## config.mk

```make
export PLATFORM = sky130hd
export DESIGN_NAME = spi_reg_bank
export DESIGN_NICKNAME = d
export VERILOG_FILES = /design/src/rtl/spi_pkg.sv /design/src/rtl/sync_edge.sv /design/src/rtl/spi_reg_bank.sv
export SDC_FILE = /design/constraint.sdc
export NUM_CORES = 1
export LEC_CHECK = 0
export BUFFER_PORTS_ARGS = -buffer_cell sky130_fd_sc_hd__buf_2
export CORE_MARGIN = 8
export CORE_UTILIZATION = 55
export CTS_BUF_LIST = sky130_fd_sc_hd__clkbuf_2
export DETAILED_ROUTE_END_ITERATION = 7
export GPL_TIMING_DRIVEN = 0
export PLACE_DENSITY = 0.83
export SLEW_MARGIN = 40
export SYNTH_ARGS = -nofsm -noshare
export SYNTH_HDL_FRONTEND = slang
export SYNTH_SLANG_ARGS = --single-unit
```

## constraint.sdc

```tcl
create_clock -name clk27m -period 5.8 [get_ports clk27m]
set_input_delay 0.29 -clock clk27m [delete_from_list [all_inputs] [get_ports clk27m]]
set_output_delay 0.29 -clock clk27m [all_outputs]
set_load 0.02 [all_outputs]
```

## src/rtl/spi_pkg.sv

```systemverilog
// Shared types and command-byte field positions for the SPI register bank.
package spi_pkg;

   typedef enum logic [1:0] {
      IDLE    = 2'd0,
      WR_DATA = 2'd1,
      RD_DATA = 2'd2,
      DISCARD = 2'd3
   } state_t;

   localparam int NUM_REGS = 16;
   localparam int RW_BIT   = 7;
   localparam int RSV_MSB  = 6;
   localparam int RSV_LSB  = 4;
   localparam int ADDR_MSB = 3;

   // A command byte is legal only when its reserved field is all zero.
   function automatic logic cmd_legal(input logic [7:0] cmd);
      return cmd[RSV_MSB:RSV_LSB] == '0;
   endfunction

endpackage

```

## src/rtl/sync_edge.sv

```systemverilog
// Multi-flop synchroniser followed by a registered edge detector.
// FALL selects which transition of the synchronised level produces the pulse.
module sync_edge #(
   parameter int STAGES = 2,
   parameter bit FALL   = 1'b0
) (
   input  logic clk27m,
   input  logic rst,
   input  logic sig,
   output logic pulse
);

   logic [STAGES-1:0] sync_q;
   logic              prev_q;

   // Shift the async level through the chain and emit a one-cycle edge pulse.
   always_ff @(posedge clk27m or posedge rst) begin
      if (rst) begin
         sync_q <= '0;
         prev_q <= 1'b0;
         pulse  <= 1'b0;
      end else begin
         sync_q <= {sync_q[STAGES-2:0], sig};
         prev_q <= sync_q[STAGES-1];
         pulse  <= FALL ? (~sync_q[STAGES-1] & prev_q) : (sync_q[STAGES-1] & ~prev_q);
      end
   end

endmodule

```

## src/rtl/spi_reg_bank.sv

```systemverilog
// SPI-facing register bank: decodes command bytes from an SPI slave,
// writes registers 1..15, streams register reads back, register 0 is an ID.
//
// state   | meaning
// IDLE    | waiting for a command byte
// WR_DATA | each byte is written to reg[addr], addr auto-increments
// RD_DATA | each byte advances addr and loads reg[addr] for shifting out
// DISCARD | illegal command seen, ignore bytes until cs rises
module spi_reg_bank
   import spi_pkg::*;
#(
   parameter logic [7:0] ID_VALUE    = 8'hA5,
   parameter int         SYNC_STAGES = 2
) (
   input  logic                  clk27m,
   input  logic                  rst,
   input  logic [7:0]            rx_data,
   input  logic                  data_valid,
   input  logic                  cs,
   output logic [7:0]            tx_data,
   output logic                  tx_start,
   output logic [8*NUM_REGS-1:0] regs,
   output logic                  wr_stb,
   output logic [3:0]            wr_addr,
   output logic                  frame_err
);

   logic       byte_raw;
   logic       end_raw;
   logic       byte_stb;
   logic       frame_end;
   logic [7:0] rx_q;
   state_t     state;
   state_t     state_nxt;
   logic [3:0] addr;
   logic [3:0] addr_nxt;
   logic       wr_en;
   logic       tx_load;
   logic [7:0] tx_val;
   logic       err;
   logic [7:0] mem [1:NUM_REGS-1];

   sync_edge #(.STAGES(SYNC_STAGES), .FALL(1'b0)) u_sync_dv (
      .clk27m (clk27m),
      .rst    (rst),
      .sig    (data_valid),
      .pulse  (byte_raw)
   );

   // cs is synchronised inverted so the reset value of the chain matches an
   // idle bus; a cs rise is then a fall of the synchronised select.
   sync_edge #(.STAGES(SYNC_STAGES), .FALL(1'b1)) u_sync_cs (
      .clk27m (clk27m),
      .rst    (rst),
      .sig    (~cs),
      .pulse  (end_raw)
   );

   // Capture the byte alongside its strobe; both event paths share this stage.
   always_ff @(posedge clk27m or posedge rst) begin
      if (rst) begin
         byte_stb  <= 1'b0;
         frame_end <= 1'b0;
         rx_q      <= '0;
      end else begin
         byte_stb  <= byte_raw;
         frame_end <= end_raw;
         if (byte_raw) rx_q <= rx_data;
      end
   end

   assign regs[7:0] = ID_VALUE;
   for (genvar k = 1; k < NUM_REGS; k++) begin : g_regs
      assign regs[8*k +: 8] = mem[k];
   end

   // Next-state and pulse decode; a byte arriving with frame_end is still acted on.
   always_comb begin
      state_nxt = state;
      addr_nxt  = addr;
      wr_en     = 1'b0;
      tx_load   = 1'b0;
      tx_val    = tx_data;
      err       = 1'b0;
      if (byte_stb) begin
         case (state)
            IDLE: begin
               if (!cmd_legal(rx_q)) begin
                  err       = 1'b1;
                  state_nxt = DISCARD;
               end else begin
                  addr_nxt = rx_q[ADDR_MSB:0];
                  if (rx_q[RW_BIT]) begin
                     tx_load   = 1'b1;
                     tx_val    = regs[{rx_q[ADDR_MSB:0], 3'b000} +: 8];
                     state_nxt = RD_DATA;
                  end else begin
                     state_nxt = WR_DATA;
                  end
               end
            end
            WR_DATA: begin
               wr_en    = (addr != 4'd0);
               addr_nxt = addr + 4'd1;
            end
            RD_DATA: begin
               addr_nxt = addr + 4'd1;
               tx_load  = 1'b1;
               tx_val   = regs[{addr_nxt, 3'b000} +: 8];
            end
            DISCARD: begin
               state_nxt = DISCARD;
            end
            default: state_nxt = IDLE;
         endcase
      end
      if (frame_end) begin
         state_nxt = IDLE;
         addr_nxt  = 4'd0;
      end
   end

   // State, address pointer and registered output pulses.
   always_ff @(posedge clk27m or posedge rst) begin
      if (rst) begin
         state     <= IDLE;
         addr      <= 4'd0;
         tx_data   <= '0;
         tx_start  <= 1'b0;
         wr_stb    <= 1'b0;
         wr_addr   <= 4'd0;
         frame_err <= 1'b0;
      end else begin
         state     <= state_nxt;
         addr      <= addr_nxt;
         tx_data   <= tx_val;
         tx_start  <= tx_load;
         wr_stb    <= wr_en;
         frame_err <= err;
         if (wr_en) wr_addr <= addr;
      end
   end

   // Register storage for addresses 1..15.
   always_ff @(posedge clk27m or posedge rst) begin
      if (rst) begin
         for (int k = 1; k < NUM_REGS; k++) mem[k] <= '0;
      end else if (wr_en) begin
         mem[addr] <= rx_q;
      end
   end

endmodule

```

==> run metrics <==
status complete, no violations; core area 13300 um^2; crit start category flop; worst-path cell chain buf_2 -> clkinv_1 -> ha_1 -> buf_2 -> nand2_1 -> and2_1 -> buf_2 -> buf_2 -> mux2i_1 -> o211ai_1 -> o211ai_1; pre-CTS WS 2.33 ns; Bufs on Longest Clock Path 2; Levels on crit path 11; CP startpoint addr[0]; GR Util All Layers 0.248; Sink Count 159; Final Max Slew Viols 0; flop-to-flop setup slack 2.24 ns; total CTS buffers 17; Die W 133 um; reg2reg start addr[0]; Die H 133 um; Crit path arrival time 4.22 ns; period utilization 0.614; die area 17700 um^2; ys async rst share 1.00; # setup viols final 0; Bufs and invs on worst path 5; detailed-route via count 5925; Post-DRT Antenna Nets 0; Port Buf Inserts 146; clock transition at the registers of the reported paths 0.22 ns; antenna violations before repair 0; Antenna diodes 0; post-synthesis sequential area ratio 0.529; worst-path cell with the longest stage delay dfrtp_1; Avg WL per Cell 22.3 um; RSZ-0062 raised after global routing no; Worst path most repeated cell buf_2; R2R depth 11; Worst Max-Slew Pin Slew 0.704 ns; num rows 42; Fillers 1011; ys flop type dfrtp_1; Hold Fails Final Rpt 0; crit-path max FO 10; Max VDD drop 151 uV; First DRT Iteration DRCs 649; Initial Util 0.565; Critical Path Sink tx_data[2]; vias per cell 6.03; area of the multi-input gates 3260 um^2; nets 815; number of flops mapped to enable cells by yosys 0; gp weighted congestion 0.930; H-tree depth 4; number of I/O pins 155; worst endpoint required time 6.45 ns; FF-to-FF End tx_data[2]; setup total negative slack 0 ns; family with the most delay on the worst path buffers and inverters; dpl hpwl 16.0 mm; Syn. warnings 0; post-CTS sizing 0; worst-case clock skew 0.0526 ns; number of global-route vias before repair 6013; largest net degree at the start of global routing 59; unique cell type count in the Yosys netlist 57; Syn-to-layout area delta 18.4%; Pre-Repair DR Iteration Count 8; total global routing overflow 0; Final Cell Area 8900 um^2; critical path class reg -> reg; fin crit period 3.56 ns; # DRC 0; CTS tree done; Post-Route WL 21.9 mm; max cap viols 0; later-pin clock latency in the skew report 0.78 ns; first-pass GRT wire length 33.8 mm; Cells after Synth 610; element type at the critical path end flop; Final Hold Slack 0.156 ns; Cell Area, Synth 7520 um^2; clk root buf clkbuf_2; Rel. slew slack 0.527; power density cells 307 nW/um^2; FF+latch count, synth 159; final setup margin 2.24 ns; Leak 0.00470 uW; hold crit path type in -> reg; DP Area 8550 um^2; Max stage delay on crit path 0.55 ns; maximum clock rate 0.281 GHz; Avg Cell Area, Syn 12.3 um^2; post-CTS setup buffer count 0; register area 3980 um^2; layout cells sized above 1 0.430
[Yosys cell counts, drive strengths merged, types with 11 or more instances]
cell / count / area [um^2]
a21oi: 17 / 88.8
buf: 29 / 181
clkbuf: 21 / 80.1
dfrtp: 159 / 3980
inv: 11 / 41.3
mux2: 112 / 1260
mux2i: 17 / 174
mux4: 16 / 364
nand2: 60 / 245
nor2: 23 / 91.3
o211ai: 21 / 158
o21ai: 35 / 175
[final cells by class]
class / count / share of cell area
multi-input combinational: 395 / 0.366
inverter: 12 / 0.00590
clock buffer: 18 / 0.0101
sequential: 159 / 0.447
clock inverter: 13 / 0.0157
timing repair buffer: 160 / 0.102
buffer: 50 / 0.0294
tap: 176 / 0.0247
[repair_timing]
item                       in CTS  in global routing
hold buffers                   12                  0
hold endpoints to repair      111                  0
setup endpoints to repair       0                  0
[registers in the layout, summed over array words and instances (netlist names)]
register          count
u_sync_cs.pulse       1
u_sync_dv.sync_q      2
frame_end             1
u_sync_cs.prev_q      1
u_sync_dv.prev_q      1
state                 2
frame_err             1
u_sync_dv.pulse       1
u_sync_cs.sync_q      2
tx_data               8
wr_addr               4
byte_stb              1
addr                  4
regs                120
wr_stb                1
rx_q                  8
tx_start              1
[worst register-to-register path, stage by stage, from the launching register on]
cell      delay [ns]
dfrtp_1         0.55
buf_2           0.28
clkinv_1        0.35
ha_1            0.41
buf_2           0.18
nand2_1         0.20
and2_1          0.15
buf_2           0.31
buf_2           0.37
mux2i_1         0.18
o211ai_1        0.33
o211ai_1        0.15
[cells by family (layout without fill, tap and decap cells)]
logic type	Yosys count	after routing	synth area share
mux	145	145	0.239
compound gates	117	117	0.102
fa+ha+maj	8	8	0.0133
buf+inv	62	253	0.0408
xor+xnor	2	2	0.00233
other cells	2	8	0.000999
flops	159	159	0.529
simple gates	115	115	0.0719
[layer usage]
metal | up-vias | global-route usage | routed length [um]
met5 | - | 0 | 0
met4 | 0 | 0.0934 | 567
met3 | 45 | 0.0806 | 2240
met2 | 336 | 0.395 | 10400
met1 | 2973 | 0.310 | 8670
li1 | 2571 | - | -
[report_power, final]
group	total, uW	internal [uW]	switching (uW)
registers	1270	1190	80.7
logic	860	311	549
clock network	599	198	402
total	2730	1700	1030
[per-stage QoR]
| step | util | instances | total power, uW |
|---|---|---|---|
| floorplan | - | 616 | 1860 |
| global placement | 0.639 | 938 | 2100 |
| detailed placement | 0.643 | 940 | 2130 |
| CTS | 0.670 | 983 | 2730 |
| global route | 0.670 | 983 | 2850 |
| finish | 0.670 | 983 | 2730 |
[cell usage in the layout, fill, tap and decap left out, types with 6 or more instances in the layout]
| cell | netlist | layout |
|---|---|---|
| nor2b_1 | 8 | 8 |
| clkbuf_1 | 20 | 20 |
| buf_2 | 13 | 159 |
| mux2i_1 | 16 | 16 |
| conb_1 | 2 | 8 |
| mux2_2 | 109 | 109 |
| ha_1 | 8 | 8 |
| inv_1 | 11 | 10 |
| nand3_1 | 6 | 6 |
| dlygate4sd3_1 | 0 | 12 |
| nor2_1 | 21 | 21 |
| nand2_2 | 8 | 8 |
| o211ai_1 | 21 | 21 |
| a211oi_1 | 8 | 8 |
| clkbuf_2 | 1 | 19 |
| buf_4 | 11 | 11 |
| a21oi_1 | 16 | 16 |
| nand2_1 | 52 | 52 |
| dfrtp_1 | 159 | 159 |
| mux4_2 | 15 | 15 |
| o21ai_0 | 35 | 35 |
[worst min path at each step]
stage | start | to | depth (start not counted)
floorplan | data_valid | u_sync_dv.sync_q[0] | 0
global placement | u_sync_dv.sync_q[0] | u_sync_dv.sync_q[1] | 0
detailed placement | rst | u_sync_cs.sync_q[0] | 2
CTS | data_valid | u_sync_dv.sync_q[0] | 2
global route | data_valid | u_sync_dv.sync_q[0] | 2
finish | data_valid | u_sync_dv.sync_q[0] | 2
(Power assumes the default switching activity.)
